## src/rtl/mux_nway_reg.sv

```systemverilog
// mux_nway_reg: registered N-channel, W-bit multiplexer with direct-select or round-robin arbitration.
// Latency: 1 cycle from input transfer to out_valid; sustains 1 beat/cycle with out_ready held high.
// Backpressure: when out_valid=1 and out_ready=0 the output beat holds and all in_ready bits are low.
//
// Ports:
//   clk        rising-edge clock
//   reset      synchronous active-high reset
//   mode       0 = direct select, 1 = round-robin
//   select     channel index used in direct mode
//   in_data    flattened channel data, channel i at [i*WIDTH +: WIDTH]
//   in_valid   per-channel valid
//   in_ready   per-channel accept (combinational, at most one bit high)
//   out_data   registered winning data
//   out_src    registered index of the winning channel
//   out_valid  output register holds a beat
//   out_ready  consumer accepts the beat
module mux_nway_reg #(
  parameter int WIDTH    = 5,
  parameter int CHANNELS = 4,
  parameter int SEL_W    = 2
) (
  input  logic                      clk,
  input  logic                      reset,
  input  logic                      mode,
  input  logic [SEL_W-1:0]          select,
  input  logic [CHANNELS*WIDTH-1:0] in_data,
  input  logic [CHANNELS-1:0]       in_valid,
  output logic [CHANNELS-1:0]       in_ready,
  output logic [WIDTH-1:0]          out_data,
  output logic [SEL_W-1:0]          out_src,
  output logic                      out_valid,
  input  logic                      out_ready
);

  // CHANNELS at pointer width + 1, so sums of two in-range indices never overflow.
  localparam logic [SEL_W:0]   CH_L     = (SEL_W+1)'(CHANNELS);
  localparam logic [SEL_W-1:0] LAST_IDX = SEL_W'(CHANNELS - 1);

  logic [WIDTH-1:0] r_out_data;
  logic [SEL_W-1:0] r_out_src;
  logic             r_out_valid;
  logic [SEL_W-1:0] r_rr_ptr;

  logic             w_load_en;
  logic             w_dir_vld;
  logic [SEL_W-1:0] w_rr_grant;
  logic             w_rr_vld;
  logic [SEL_W-1:0] w_grant;
  logic             w_grant_vld;
  logic [WIDTH-1:0] w_grant_data;

  // Output register is empty, or its beat leaves this cycle.
  assign w_load_en = !r_out_valid || out_ready;

  // Direct mode: comparing select against every real channel index means an
  // out-of-range select simply matches nothing and never grants.
  always_comb begin
    w_dir_vld = 1'b0;
    for (int i = 0; i < CHANNELS; i++) begin
      if (select == SEL_W'(i) && in_valid[i]) begin
        w_dir_vld = 1'b1;
      end
    end
  end

  // Round-robin: scan rr_ptr, rr_ptr+1, ... modulo CHANNELS; the first valid
  // channel wins. The wrap subtracts CHANNELS rather than dropping the carry,
  // so non-power-of-two channel counts wrap correctly.
  always_comb begin
    logic [SEL_W:0]   v_sum;
    logic [SEL_W-1:0] v_idx;
    logic             v_found;
    w_rr_grant = '0;
    v_found    = 1'b0;
    v_sum      = '0;
    v_idx      = '0;
    for (int k = 0; k < CHANNELS; k++) begin
      v_sum = {1'b0, r_rr_ptr} + (SEL_W+1)'(k);
      if (v_sum >= CH_L) begin
        v_sum = v_sum - CH_L;
      end
      v_idx = v_sum[SEL_W-1:0];
      for (int i = 0; i < CHANNELS; i++) begin
        if (!v_found && v_idx == SEL_W'(i) && in_valid[i]) begin
          v_found    = 1'b1;
          w_rr_grant = v_idx;
        end
      end
    end
    w_rr_vld = |in_valid;
  end

  assign w_grant     = mode ? w_rr_grant : select;
  assign w_grant_vld = mode ? w_rr_vld   : w_dir_vld;

  // One-hot accept towards the winning source; suppressed during reset.
  always_comb begin
    in_ready = '0;
    for (int i = 0; i < CHANNELS; i++) begin
      in_ready[i] = !reset && w_load_en && w_grant_vld && (w_grant == SEL_W'(i));
    end
  end

  always_comb begin
    w_grant_data = '0;
    for (int i = 0; i < CHANNELS; i++) begin
      if (w_grant == SEL_W'(i)) begin
        w_grant_data = in_data[i*WIDTH +: WIDTH];
      end
    end
  end

  always_ff @(posedge clk) begin
    if (reset) begin
      r_out_valid <= 1'b0;
      r_out_data  <= '0;
      r_out_src   <= '0;
      r_rr_ptr    <= '0;
    end else if (w_load_en) begin
      if (w_grant_vld) begin
        r_out_valid <= 1'b1;
        r_out_data  <= w_grant_data;
        r_out_src   <= w_grant;
        // Pointer only advances on a round-robin transfer; direct-mode
        // traffic leaves it where it was.
        if (mode) begin
          r_rr_ptr <= (w_grant == LAST_IDX) ? '0 : w_grant + 1'b1;
        end
      end else begin
        r_out_valid <= 1'b0;
      end
    end
  end

  assign out_data  = r_out_data;
  assign out_src   = r_out_src;
  assign out_valid = r_out_valid;

endmodule

```

## config.mk

```make
export PLATFORM = sky130hd
export DESIGN_NAME = mux_nway_reg
export DESIGN_NICKNAME = d
export VERILOG_FILES = /design/src/rtl/mux_nway_reg.sv
export SDC_FILE = /design/constraint.sdc
export NUM_CORES = 1
export LEC_CHECK = 0
export ABC_AREA = 1
export CORE_UTILIZATION = 41
export DETAILED_ROUTE_END_ITERATION = 10
export MAX_ROUTING_LAYER = met4
export PLACE_DENSITY = 0.84
export REMOVE_ABC_BUFFERS = 1
export SLEW_MARGIN = 20
export SYNTH_ARGS = -nofsm -noshare
export SYNTH_HDL_FRONTEND = slang
export SYNTH_SLANG_ARGS = --single-unit
```

## constraint.sdc

```tcl
create_clock -name clk -period 2.9 [get_ports clk]
set_input_delay 0.58 -clock clk [delete_from_list [all_inputs] [get_ports clk]]
set_output_delay 0.58 -clock clk [all_outputs]
set_load 0.01 [all_outputs]
```

==> metrics.yaml <==
outcome:
  outcome: "finished with violations"
  failed_checks: "setup timing"
synth:
  avgSynthCellArea_um2: 6.26
  yosysTopAreaCellShare_pct: 21.6
  synth.yosys.warnings: 0
  post_synth_main_area_contributors: "sky130_fd_sc_hd__dfxtp_1 (22%), sky130_fd_sc_hd__nand2_1 (18%), sky130_fd_sc_hd__ha_1 (11%)"
  synth_adder_area_share_pct: 10.8
  yosys.area_share.xor_xnor_pct: 0
  yosysSeqAreaShare_pct: 21.6
  combinational_family_with_the_most_area_after_synthesis: "simple AND/OR/NAND/NOR gates"
  synthSimpleGateAreaFrac_pct: 34.1
  netlist_instances: 148
  synth_seq_cells: 10
  synth.cell_area_um2: 927
  netlist-cell-type-count: 20
  netlist.top_cell.by_area: "sky130_fd_sc_hd__dfxtp_1"
  synth-compound-area-share_pct: 23.8
  muxShareOfSynthArea_pct: 0
floorplanning:
  chipHeight_um: 49.6
  core_region_area_um2: 2040
  chipWidth_um: 49.6
  die_area_um2: 2460
  initial_core_util_pct: 45.4
  std_cell_rows: 16
  boundaryPins: 42
layout:
  seq_area_um2: 205
  final-instance-count-excl-fill: 257
  n_antenna_cell: 0
  area_used_by_multi_input_combinational_logic_um2: 832
  layout.filler_cells: 74
  layout.core_utilization_pct: 92.8
  finish.instance_area_um2: 1890
  num-nets-final: 269
  synthesis_to_finish_area_growth_pct: 104
  share_of_layout_cells_above_drive_strength_1_pct: 41.7
timing:
  unrepaired_setup_endpoints_after_global_routing: "yes"
  number_of_setup_violations_in_the_final_report: 5
  fin_crit_ns: 3.03
  maxClockFrequency_ghz: 0.330
  worst_slew_pin_slew_ns: 0.300
  setup-tns-final_ns: -0.459
  final_hold_viol_count: 0
  final_min_period_over_clock_period_pct: 105
  max_slew_margin_pct: 79.9
  finalWorstSetupSlack_ns: -0.131
  finClkSkew_ns: 0.00410
  final_max_slew_viol_count: 0
hold_path:
  hold_depth: 2
  hold_path_class: "flip-flop to flip-flop"
place:
  dp_hpwl_um: 2290
  buffer_ports.inserted: 41
  number_of_cells_in_the_design_after_placement: 237
  postPlaceCellArea_um2: 1530
  gp_congestion: 0.851
cts:
  cts_inserted_buffers: 3
  clkSinkCount: 10
  cts_buffer_depth: 2
  later_pin_clock_latency_in_the_skew_report_ns: 0.27
  cts_hold_buf: 0
  htree_num_levels: 1
  clkTransAtPathRegs_ns: 0.07
  tritoncts: "done"
  clk_root_buffer_cell: "sky130_fd_sc_hd__clkbuf_4"
critical_path:
  timing.critical_path.arrival_ns: 2.45
  worstRegToRegCells: 17
  startpoint_type_of_the_worst_setup_path: "flip-flop"
  endpoint_kind: "output port"
  crit_path_max_fanout: 4
  worstSetupPathType: "flip-flop to output port"
  cp_data_required_time_ns: 2.32
power:
  cellPowerDensity_nw_per_um2: 499
  leakage_nw: 0.860
  p_switching_w: 0.000408
  clock_power_share_pct: 13.8
  pwr-share-seq_pct: 19.2
  intPower_w: 0.000537
  switching_share_pct: 43.2
  total_design_power_w: 0.000945
  portion_of_total_power_attributed_to_combinational_logic_pct: 67.0
  ir_worst_vdd_mv: 0.434
detailed_routing:
  detail_route.wirelength_um: 4900
  detail-route-antenna-nets: 0
  avgRoutedWirePerCell_um: 19.1
  remaining_drc_errors: 0
  first_pass_iters: 6
  route.vias.total: 1526
  number_of_drc_violations_after_detailed_routing_iteration_0: 83
  routed_via_density: 5.94
global_route:
  grt_remaining_overflow: 0
  grt_max_degree: 11
  globalRouteTotalUtil_pct: 32.9
  antenna_found_initial: 0
  first_global_vias: 1420
  grt_first_pass_wirelength_um: 6070
job:
  total_of_max_cap_violations: 0
## synth_stat cells
library cell,count
sky130_fd_sc_hd__nand2_1,45
sky130_fd_sc_hd__inv_1,18
sky130_fd_sc_hd__a21oi_1,15
sky130_fd_sc_hd__dfxtp_1,10
sky130_fd_sc_hd__ha_1,8
sky130_fd_sc_hd__nand3_1,8
sky130_fd_sc_hd__o211ai_1,8
sky130_fd_sc_hd__o21ai_0,8
sky130_fd_sc_hd__nor2_1,7
sky130_fd_sc_hd__nand4_1,3
sky130_fd_sc_hd__nor2_2,3
sky130_fd_sc_hd__o21ai_1,3
sky130_fd_sc_hd__inv_2,2
sky130_fd_sc_hd__nand2_2,2
sky130_fd_sc_hd__nand3_2,2
sky130_fd_sc_hd__o21bai_2,2
sky130_fd_sc_hd__buf_6,1
sky130_fd_sc_hd__clkbuf_1,1
sky130_fd_sc_hd__nand2_4,1
sky130_fd_sc_hd__o31ai_1,1
## layout by cell type, fill, tap and decap left out, types with 2 or more instances in the layout
cell type and n:
sky130_fd_sc_hd__buf_2 3, sky130_fd_sc_hd__o21ai_0 7, sky130_fd_sc_hd__dlygate4sd2_1 4, sky130_fd_sc_hd__inv_4 3
sky130_fd_sc_hd__ha_4 8, sky130_fd_sc_hd__o211ai_1 8, sky130_fd_sc_hd__dfxtp_1 8, sky130_fd_sc_hd__o21ai_2 2
sky130_fd_sc_hd__nand2_1 33, sky130_fd_sc_hd__nand2_4 2, sky130_fd_sc_hd__nand2_2 13, sky130_fd_sc_hd__nand4_1 3
sky130_fd_sc_hd__o21bai_4 2, sky130_fd_sc_hd__clkbuf_4 3, sky130_fd_sc_hd__nand3_1 8, sky130_fd_sc_hd__clkdlybuf4s50_1 33
sky130_fd_sc_hd__nor2_1 5, sky130_fd_sc_hd__buf_4 35, sky130_fd_sc_hd__inv_2 8, sky130_fd_sc_hd__o21ai_1 2
sky130_fd_sc_hd__buf_6 5, sky130_fd_sc_hd__inv_1 8, sky130_fd_sc_hd__a21oi_1 15, sky130_fd_sc_hd__nor2_4 4
## flip-flops by register name, indices dropped and copies added (netlist names)
name,flops
out_data,5
out_src,2
out_valid,1
r_rr_ptr,2
## cells by family (layout without fill, tap and decap cells)
logic type | after synthesis | after routing
AOI/OAI and AO/OA | 37 | 37
DFF | 10 | 10
buffers and inverters | 22 | 104
and+or+nand+nor | 71 | 71
adders and majority gates | 8 | 8
## power groups by stage
stage	Sequential, W	Clock, W	Combinational, W
after floorplan	0.000185	0	0.000205
after global placement	0.000175	0	0.000400
after detailed placement	0.000176	0	0.000411
after CTS	0.000176	0.000128	0.000469
after global routing	0.000183	0.000137	0.000661
final	0.000182	0.000130	0.000633
## through the flow
stage / hold WS [ns] / setup slack, ns
3_3_place_gp: 0.452 / -0.426
2_1_floorplan: 0.481 / 0.329
3_5_place_dp: 0.455 / -0.509
6_report: 0.484 / -0.131
5_1_grt: 0.492 / -0.201
4_1_cts: 0.468 / -0.0290
## worst paths after layout
| kind | startpoint | end | slack (ns) |
|---|---|---|---|
| worst min-delay path | out_data[2]$_SDFFE_PP0P_ | out_data[2]$_SDFFE_PP0P_ | 0.48 |
| worst min register to register | out_data[2]$_SDFFE_PP0P_ | out_data[2]$_SDFFE_PP0P_ | 0.48 |
| worst max-delay path | r_rr_ptr[0]$_SDFFE_PP0P_ | in_ready[3] | -0.13 |
| worst max register to register | r_rr_ptr[1]$_SDFFE_PP0P_ | out_data[0]$_SDFFE_PP0P_ | 0 |
## final cells by class
type                    count  share of cell area (%)
clock buffers               4                    1.92
inverters                  20                    4.62
multi-input cells         116                    43.9
flip-flops and latches     10                    10.8
well taps                  27                    1.78
repair buffers             80                    36.9
## what timing repair did
| action | 4_1_cts | 5_1_grt |
|---|---|---|
| resized for setup | 37 | 48 |
| pin swaps | 8 | 18 |
| buffers inserted | 16 | 3 |
| endpoints found under the setup margin | 4 | 10 |
## critical path, cell delays in order (launching register included)
cell                       delay, ns
sky130_fd_sc_hd__dfxtp_4        0.38
sky130_fd_sc_hd__buf_6          0.13
sky130_fd_sc_hd__ha_4           0.17
sky130_fd_sc_hd__nand2_2        0.07
sky130_fd_sc_hd__nand2_2        0.07
sky130_fd_sc_hd__nor2_4         0.18
sky130_fd_sc_hd__nand3_4        0.11
sky130_fd_sc_hd__inv_1          0.10
sky130_fd_sc_hd__o211ai_1       0.15
sky130_fd_sc_hd__nand2_2        0.15
sky130_fd_sc_hd__o21bai_4       0.09
sky130_fd_sc_hd__buf_6          0.14
sky130_fd_sc_hd__inv_6          0.06
sky130_fd_sc_hd__ha_4           0.14
sky130_fd_sc_hd__inv_4          0.04
sky130_fd_sc_hd__nor2_4         0.09
sky130_fd_sc_hd__buf_6          0.11
## layer usage
layer | vias up | part of all wire, % | track usage (%)
li1 | 655 | - | -
met1 | 699 | 37 | 35.0
met2 | 133 | 49 | 60.1
met3 | 39 | 8.1 | 3.09
met4 | 0 | 6.5 | 15.7
met5 | - | 0 | -
Power figures use the tool's default switching activity.
